--- config.mk ---
export PLATFORM = sky130hd
export DESIGN_NAME = one_bit_comparator_flat
export DESIGN_NICKNAME = d
export VERILOG_FILES = /design/src/rtl/one_bit_comparator_if.sv /design/src/rtl/one_bit_comparator.sv /design/src/flat_wrapper.sv
export SDC_FILE = /design/constraint.sdc
export NUM_CORES = 1
export LEC_CHECK = 0
export ABC_AREA = 1
export ABC_CLOCK_PERIOD_IN_PS = 1100
export CORE_MARGIN = 2
export CORE_UTILIZATION = 45
export DETAILED_ROUTE_END_ITERATION = 12
export PLACE_DENSITY = 0.86
export SETUP_SLACK_MARGIN = 0.05
export SLEW_MARGIN = 20
export SYNTH_ARGS = -nofsm -noshare
export SYNTH_HDL_FRONTEND = slang
export SYNTH_SLANG_ARGS = --single-unit
--- constraint.sdc ---
create_clock -name clk -period 1.1 [get_ports clk]
set_input_delay 0.22 -clock clk [delete_from_list [all_inputs] [get_ports clk]]
set_output_delay 0.22 -clock clk [all_outputs]
set_load 0.02 [all_outputs]
--- src/rtl/one_bit_comparator_if.sv ---
// Operand, control and result bundle for the registered one-bit comparator.
interface one_bit_comparator_if #(
  parameter int unsigned CNT_W = 8
);
  logic             a;
  logic             b;
  logic             in_valid;
  logic             clr_cnt;
  logic             lt;
  logic             gt;
  logic             eq;
  logic             out_valid;
  logic             changed;
  logic [CNT_W-1:0] lt_cnt;
  logic [CNT_W-1:0] gt_cnt;
  logic [CNT_W-1:0] eq_cnt;

  modport master (
    output a, b, in_valid, clr_cnt,
    input  lt, gt, eq, out_valid, changed, lt_cnt, gt_cnt, eq_cnt
  );

  modport slave (
    input  a, b, in_valid, clr_cnt,
    output lt, gt, eq, out_valid, changed, lt_cnt, gt_cnt, eq_cnt
  );
endinterface

--- src/rtl/one_bit_comparator.sv ---
// Registered 1-bit magnitude comparator with one-hot lt/gt/eq flags,
// saturating per-outcome counters and a result-changed flag.
module one_bit_comparator #(
  parameter int unsigned CNT_W = 8
) (
  input  logic          clk,
  input  logic          rst,
  one_bit_comparator_if.slave bus
);

  logic             lt_q, gt_q, eq_q;
  logic             out_valid_q;
  logic             changed_q;
  logic             hist_q;
  logic [CNT_W-1:0] lt_cnt_q, gt_cnt_q, eq_cnt_q;

  logic             lt_n, gt_n, eq_n;

  // Operands are only consulted under in_valid, so X while idle cannot leak into state.
  always_comb begin
    lt_n = ~bus.a &  bus.b;
    gt_n =  bus.a & ~bus.b;
    eq_n = ~(bus.a ^ bus.b);
  end

  function automatic logic [CNT_W-1:0] sat_inc(input logic [CNT_W-1:0] v);
    sat_inc = (v == '1) ? v : v + 1'b1;
  endfunction

  always_ff @(posedge clk) begin
    if (rst) begin
      lt_q        <= 1'b0;
      gt_q        <= 1'b0;
      eq_q        <= 1'b0;
      out_valid_q <= 1'b0;
      changed_q   <= 1'b0;
      hist_q      <= 1'b0;
      lt_cnt_q    <= '0;
      gt_cnt_q    <= '0;
      eq_cnt_q    <= '0;
    end else begin
      out_valid_q <= bus.in_valid;
      if (bus.in_valid) begin
        lt_q <= lt_n;
        gt_q <= gt_n;
        eq_q <= eq_n;
      end
      // A same-cycle sample still updates the flags above but is neither
      // counted nor remembered as history when the clear wins.
      if (bus.clr_cnt) begin
        changed_q <= 1'b0;
        hist_q    <= 1'b0;
        lt_cnt_q  <= '0;
        gt_cnt_q  <= '0;
        eq_cnt_q  <= '0;
      end else if (bus.in_valid) begin
        changed_q <= hist_q && ({lt_n, gt_n, eq_n} != {lt_q, gt_q, eq_q});
        hist_q    <= 1'b1;
        if (lt_n) lt_cnt_q <= sat_inc(lt_cnt_q);
        if (gt_n) gt_cnt_q <= sat_inc(gt_cnt_q);
        if (eq_n) eq_cnt_q <= sat_inc(eq_cnt_q);
      end
    end
  end

  assign bus.lt        = lt_q;
  assign bus.gt        = gt_q;
  assign bus.eq        = eq_q;
  assign bus.out_valid = out_valid_q;
  assign bus.changed   = changed_q;
  assign bus.lt_cnt    = lt_cnt_q;
  assign bus.gt_cnt    = gt_cnt_q;
  assign bus.eq_cnt    = eq_cnt_q;

endmodule

--- src/flat_wrapper.sv ---
// flat-port wrapper written by rule: the top's interface ports become plain ports
module one_bit_comparator_flat 
#(
  parameter int unsigned CNT_W = 8
)
  (clk, rst, bus_a, bus_b, bus_in_valid, bus_clr_cnt, bus_lt, bus_gt, bus_eq, bus_out_valid, bus_changed, bus_lt_cnt, bus_gt_cnt, bus_eq_cnt);
  one_bit_comparator_if #(.CNT_W(CNT_W)) bus_i ();
  input  logic clk;
  input  logic rst;
  input wire logic [$bits(bus_i.a)-1:0] bus_a;
  input wire logic [$bits(bus_i.b)-1:0] bus_b;
  input wire logic [$bits(bus_i.in_valid)-1:0] bus_in_valid;
  input wire logic [$bits(bus_i.clr_cnt)-1:0] bus_clr_cnt;
  output wire logic [$bits(bus_i.lt)-1:0] bus_lt;
  output wire logic [$bits(bus_i.gt)-1:0] bus_gt;
  output wire logic [$bits(bus_i.eq)-1:0] bus_eq;
  output wire logic [$bits(bus_i.out_valid)-1:0] bus_out_valid;
  output wire logic [$bits(bus_i.changed)-1:0] bus_changed;
  output wire logic [$bits(bus_i.lt_cnt)-1:0] bus_lt_cnt;
  output wire logic [$bits(bus_i.gt_cnt)-1:0] bus_gt_cnt;
  output wire logic [$bits(bus_i.eq_cnt)-1:0] bus_eq_cnt;
  assign bus_i.a = bus_a;
  assign bus_i.b = bus_b;
  assign bus_i.in_valid = bus_in_valid;
  assign bus_i.clr_cnt = bus_clr_cnt;
  assign bus_lt = bus_i.lt;
  assign bus_gt = bus_i.gt;
  assign bus_eq = bus_i.eq;
  assign bus_out_valid = bus_i.out_valid;
  assign bus_changed = bus_i.changed;
  assign bus_lt_cnt = bus_i.lt_cnt;
  assign bus_gt_cnt = bus_i.gt_cnt;
  assign bus_eq_cnt = bus_i.eq_cnt;
  one_bit_comparator #(.CNT_W(CNT_W)) u_core (.clk(clk), .rst(rst), .bus(bus_i));
endmodule
# After elaboration in Yosys (flattened, before gate mapping)
# Cells that the tools add are included.
[word_totals]
regBits = 30
output_inout_bits = 29
wordCells = 30
[classes]
addsub = 3
n_eq_ne = 4
bitwise = 9
n_reduce_logical = 5
[op_table]
columns = ["op", "n"]
rows = [
  ["8-bit by 1-bit adder with 8-bit output (second input constant)", 3],
  ["8-bit equality test (second input constant)", 3],
  ["3-bit AND reduction", 3],
  ["1-bit inverter", 6],
  ["3-bit inequality test", 1],
  ["1-bit AND", 2],
  ["2-bit OR reduction", 1],
  ["1-bit logical AND", 1],
  ["1-bit bitwise XOR", 1],
]

# Logic depth before layout (Yosys ltp)
[logic_depth]
depth_word = 4
ltp_mapped = 9
mapped_depth_nobuf = 8

# Worst setup path after synthesis
# OpenSTA, ideal clock, no wires.
[synth_timing]
path_kind = "reg-to-reg"
startpoint = "reg u_core.gt_cnt_q[0], in the netlist u_core.bus.gt_cnt[0]"
endpoint = "reg u_core.gt_cnt_q[7], in the netlist u_core.bus.gt_cnt[7]"
setup_time_ps = 113
arrival_ps = 1261
required_time_ps = 987
setup_slack_ps = -274
path_stages_with_launch = 9
n_path_buf = 0
period_less_slack_ps = 1374
cell_sequence = "dfxtp_1 -> ha_1 -> nand2_2 -> nor2_4 -> nand2_4 -> nand2_4 -> nor2_1 -> nor2_1 -> nor2_1"
[synth_via]
elab_chain_cells = 3
elab_cells_between_ends = 4
[synth_rtl]
columns = ["element", "line", "text"]
rows = [
  ["from (decl)", "one_bit_comparator.sv:15", "logic [CNT_W-1:0] lt_cnt_q, gt_cnt_q, eq_cnt_q;"],
  ["from (signal assigned)", "one_bit_comparator.sv:60", "if (gt_n) gt_cnt_q <= sat_inc(gt_cnt_q);"],
  ["branches (longest 3 deep; another with 8-bit by 1-bit adder with 8-bit output)", "-", ""],
]
# Several ways; the timed one is not identified.
# A chain may end at the register's enable or synchronous reset.

# Worst setup path after layout
[layout_timing]
startpoint = "reg u_core.eq_cnt_q[1], in the netlist u_core.bus.eq_cnt[1]"
endpoint = "reg u_core.eq_cnt_q[5], in the netlist u_core.bus.eq_cnt[5]"
[layout_via]
elab_chain_cells = 3
elab_cells_between_ends = 4
[layout_rtl]
columns = ["element", "line", "text"]
rows = [
  ["from (decl)", "one_bit_comparator.sv:15", ""],
  ["from (signal assigned)", "one_bit_comparator.sv:61", "if (eq_n) eq_cnt_q <= sat_inc(eq_cnt_q);"],
  ["branches (longest 3 deep; another with 8-bit by 1-bit adder with 8-bit output)", "-", ""],
]
# Several ways; the timed one is not identified.

==> impl_metrics.yaml <==
status:
  run_status: "complete, but fails checks"
  violations: "negative setup slack"
route:
  drt-met1-wl_microns: 2490
  finalWirelength_microns: 6410
  drcViolationCount: 0
  wl_met3_microns: 505
  drt_iter0_markers: 213
  remaining_number_of_nets_flagged_by_the_antenna_check_after_routing: 0
  detailedRoute.firstPassIterationCount: 5
  wl_met2_microns: 3190
  via_per_inst: 5.51
  maxUsedRoutingLayer: "met4"
  route.vias.total: 2110
  wire_per_inst_microns: 16.7
sta:
  final_hold_vios: 0
  final.setup.worst_slack_ns: -0.219
  maxSlewHeadroom_pct: 80.2
  setup_repair_after_global_routing_missed_its_margin: "yes"
  skew_ns: 0.0185
  tightestPinTransition_ns: 0.297
  setup_viol: 27
  final.period_utilization_pct: 120
  timing_max_transition_violations_final: 0
  finalCriticalPeriod_ns: 1.32
  clock.fmax_ghz: 0.758
job:
  max_cap_viol_count: 0
setup_path:
  worstPathMaxFanout: 5
  worst_ep_arrival_time_ns: 1.59
  cp_slowest_stage_delay_ns: 0.40
  crit_path_start_kind: "register"
  path_common_cell: "sky130_fd_sc_hd__nand2_4"
  ordered_cell_list_for_the_critical_path: "ha_4 > nand2_4 > nor2_4 > buf_6 > nand2_4 > nand4_1 > nand2_1 > nor2_1"
  path_class: "register to register"
  wp_data_required_ns: 1.37
  crit_slowest_cell: "sky130_fd_sc_hd__dfxtp_4"
  crit_path_end_kind: "register"
pwr:
  sequentialPowerShare_pct: 54.1
  p_comb_share_pct: 13.7
  swShare_pct: 28.7
  power.clock.fraction_pct: 32.2
  ir_drop_uv: 800
  internal_power_uw: 1450
  switching_power_uw: 582
  p_leak_uw: 0.00131
  powerDensity_nw_per_um2: 688
floorplanning:
  ioPinCount: 35
  fp.dieH_microns: 64.2
  floorplan.rows: 21
  initial_core_util_pct: 47.8
  fp.dieArea_sq_um: 4130
  die_w_microns: 64.2
  core_sq_um: 3420
cells_and_area:
  layout-area-overhead-vs-synth_pct: 80.7
  drive_gt1_share_pct: 59.1
  design_area_sq_um: 2950
  antenna_cells_inserted: 0
  nets: 348
  instances_no_fill: 383
place:
  placedInstanceArea_sq_um: 2490
  placed_cells_incl_taps: 362
  hpwl_microns: 3190
  gp_congestion: 0.866
  io_buffers: 34
grt:
  first_global_vias: 1830
  total_congestion_overflow_after_global_routing: 0
  largest_net_degree_at_the_start_of_global_routing: 12
  grt_first_pass_wirelength_microns: 8480
  antenna_found_initial: 0
  grt.total_usage_pct: 26.0
synth:
  ys_seq_elements: 30
  synth_seq_area_share_pct: 36.8
  xor_xnor_cell_area_share_of_the_yosys_netlist_pct: 3.22
  dominant_combinational_cell_family_by_area_after_synthesis: "simple AND/OR/NAND/NOR gates"
  syn_area_per_cell_sq_um: 6.95
  synthesis.nets: 246
  yosysUniqueCellTypes: 20
  syn_inst: 235
  synth_simple_gate_area_share_pct: 43.2
  synth_area_sq_um: 1630
  synth-warning-count: 0
  synth_area_leader_cell: "sky130_fd_sc_hd__dfxtp_1"
  yosys-top-cells-area: "sky130_fd_sc_hd__dfxtp_1 (37%), sky130_fd_sc_hd__nand2_1 (14%), sky130_fd_sc_hd__nor2_1 (8.0%)"
  post_synth_fa_ha_maj_area_fraction_pct: 3.83
  synth_top_cell_area_share_pct: 36.8
  synth_mux_area_share_pct: 0
  synth-compound-area-share_pct: 6.13
cts:
  clk_latency_ns: 0.35
  numCtsBuffers: 5
  cts.reportedPaths.clkPinSlew_ns: 0.12
  tritoncts: "done"
  root_buffer: "sky130_fd_sc_hd__clkbuf_4"
  max-clock-path-buffers: 2
  numClockSinks: 30
  clock_tree.htree_level_count: 2
min_path:
  worstHoldPathType: "input port to register"
flip-flops by register name, indices dropped and copies added, names as in the netlist:
register,count
u_core.bus.eq,1
u_core.bus.lt,1
u_core.bus.changed,1
u_core.bus.eq_cnt,8
u_core.bus.gt,1
u_core.hist_q,1
u_core.bus.out_valid,1
u_core.bus.gt_cnt,8
u_core.bus.lt_cnt,8
worst max-delay path, delay by kind of cell, from the launching register on:
family	cells	cell delay [ns]
buf+inv	1	0.13
simple gates	6	0.56
flops	1	0.40
fa+ha+maj	1	0.15
metal layers:
metal | GRT usage, % | vias to the layer above
li1 | - | 961
met1 | 34.4 | 987
met2 | 42.2 | 129
met3 | 6.51 | 33
met4 | 6.91 | 0
met5 | 0 | -
kinds of logic after synthesis:
| logic type | Yosys count |
|---|---|
| and+or+nand+nor | 147 |
| DFF | 30 |
| buffers and inverters | 27 |
| AOI/OAI and AO/OA | 20 |
| xor gates and xnor gates | 6 |
| adders and majority gates | 5 |
power groups by stage:
stage | Combinational, uW | Clock, uW | Sequential (uW)
final | 278 | 653 | 1100
after global routing | 293 | 700 | 1100
after CTS | 239 | 634 | 1100
after detailed placement | 220 | 0 | 1120
after global placement | 212 | 0 | 1120
after floorplan | 89.5 | 0 | 1140
cell usage after synthesis:
library cell	n
sky130_fd_sc_hd__xnor2_1	3
sky130_fd_sc_hd__buf_6	1
sky130_fd_sc_hd__a21oi_1	17
sky130_fd_sc_hd__nand2_4	6
sky130_fd_sc_hd__nand3_1	23
sky130_fd_sc_hd__nand2_1	60
sky130_fd_sc_hd__nand3b_1	3
sky130_fd_sc_hd__o21ai_0	3
sky130_fd_sc_hd__xor2_1	3
sky130_fd_sc_hd__nand4_1	9
sky130_fd_sc_hd__nor2_2	4
sky130_fd_sc_hd__dfxtp_1	30
sky130_fd_sc_hd__ha_1	5
sky130_fd_sc_hd__nor2_4	3
sky130_fd_sc_hd__inv_2	3
sky130_fd_sc_hd__buf_2	2
sky130_fd_sc_hd__nand3_2	1
sky130_fd_sc_hd__nand2_2	3
sky130_fd_sc_hd__nor2_1	35
sky130_fd_sc_hd__inv_1	21
metrics by stage:
step / power [uW] / TNS [ns] / hold slack [ns] / utilization [%] / worst slack [ns]
2_1_floorplan: 1230 / -1.16 / 0.289 / - / -0.0809
3_3_place_gp: 1330 / -14.59 / 0.449 / 73.0 / -0.561
3_5_place_dp: 1340 / -15.79 / 0.481 / 73.0 / -0.637
4_1_cts: 1970 / -1.07 / 0.366 / 78.3 / -0.0648
5_1_grt: 2090 / -4.82 / 0.380 / 86.4 / -0.272
6_report: 2030 / -3.48 / 0.379 / 86.4 / -0.219
worst paths after layout:
check	start	to	slack, ns	depth (start not counted)
worst max-delay path	u_core.bus.eq_cnt[1]$_SDFFE_PP0P_	u_core.bus.eq_cnt[5]$_SDFFE_PP0P_	-0.22	8
worst max register to register	u_core.bus.eq_cnt[1]$_SDFFE_PP0P_	u_core.bus.eq_cnt[5]$_SDFFE_PP0P_	-0.22	8
worst min-delay path	bus_in_valid	u_core.bus.changed$_SDFFE_PP0P_	0.38	2
worst min register to register	u_core.hist_q$_SDFFE_PP0P_	u_core.bus.changed$_SDFFE_PP0P_	0.48	2
timing repair:
item | CTS | global route
buffers inserted | 4 | 6
resized for setup | 192 | 67
pin swaps | 23 | 22
hold buffers | 0 | 0
cloned | 4 | 0
setup endpoints to repair | 56 | 55
hold endpoints to repair | 0 | 0
layout make-up:
cell class,instances,area (sq um)
Timing Repair inverter,1,7.51
Fill cell,163,465
Sequential cell,30,653
Multi-Input combinational cell,181,1240
Inverter,24,92.6
Clock buffer,7,45.0
Tap cell,46,57.6
Timing Repair Buffer,94,852
layout by cell type, fill, tap and decap left out, drive strengths merged:
master,Yosys,final
clkdlybuf4s50,0,2
a21oi,17,17
clkinvlp,0,1
xor2,3,3
inv,24,24
nand4,9,9
clkbuf,0,7
nor2,42,42
ha,5,5
o21ai,3,3
xnor2,3,3
nand3,24,24
dlygate4sd2,0,3
nand3b,3,3
dfxtp,30,30
buf,3,89
nand2,69,72
Note: power is estimated with default switching activity, not from simulation.
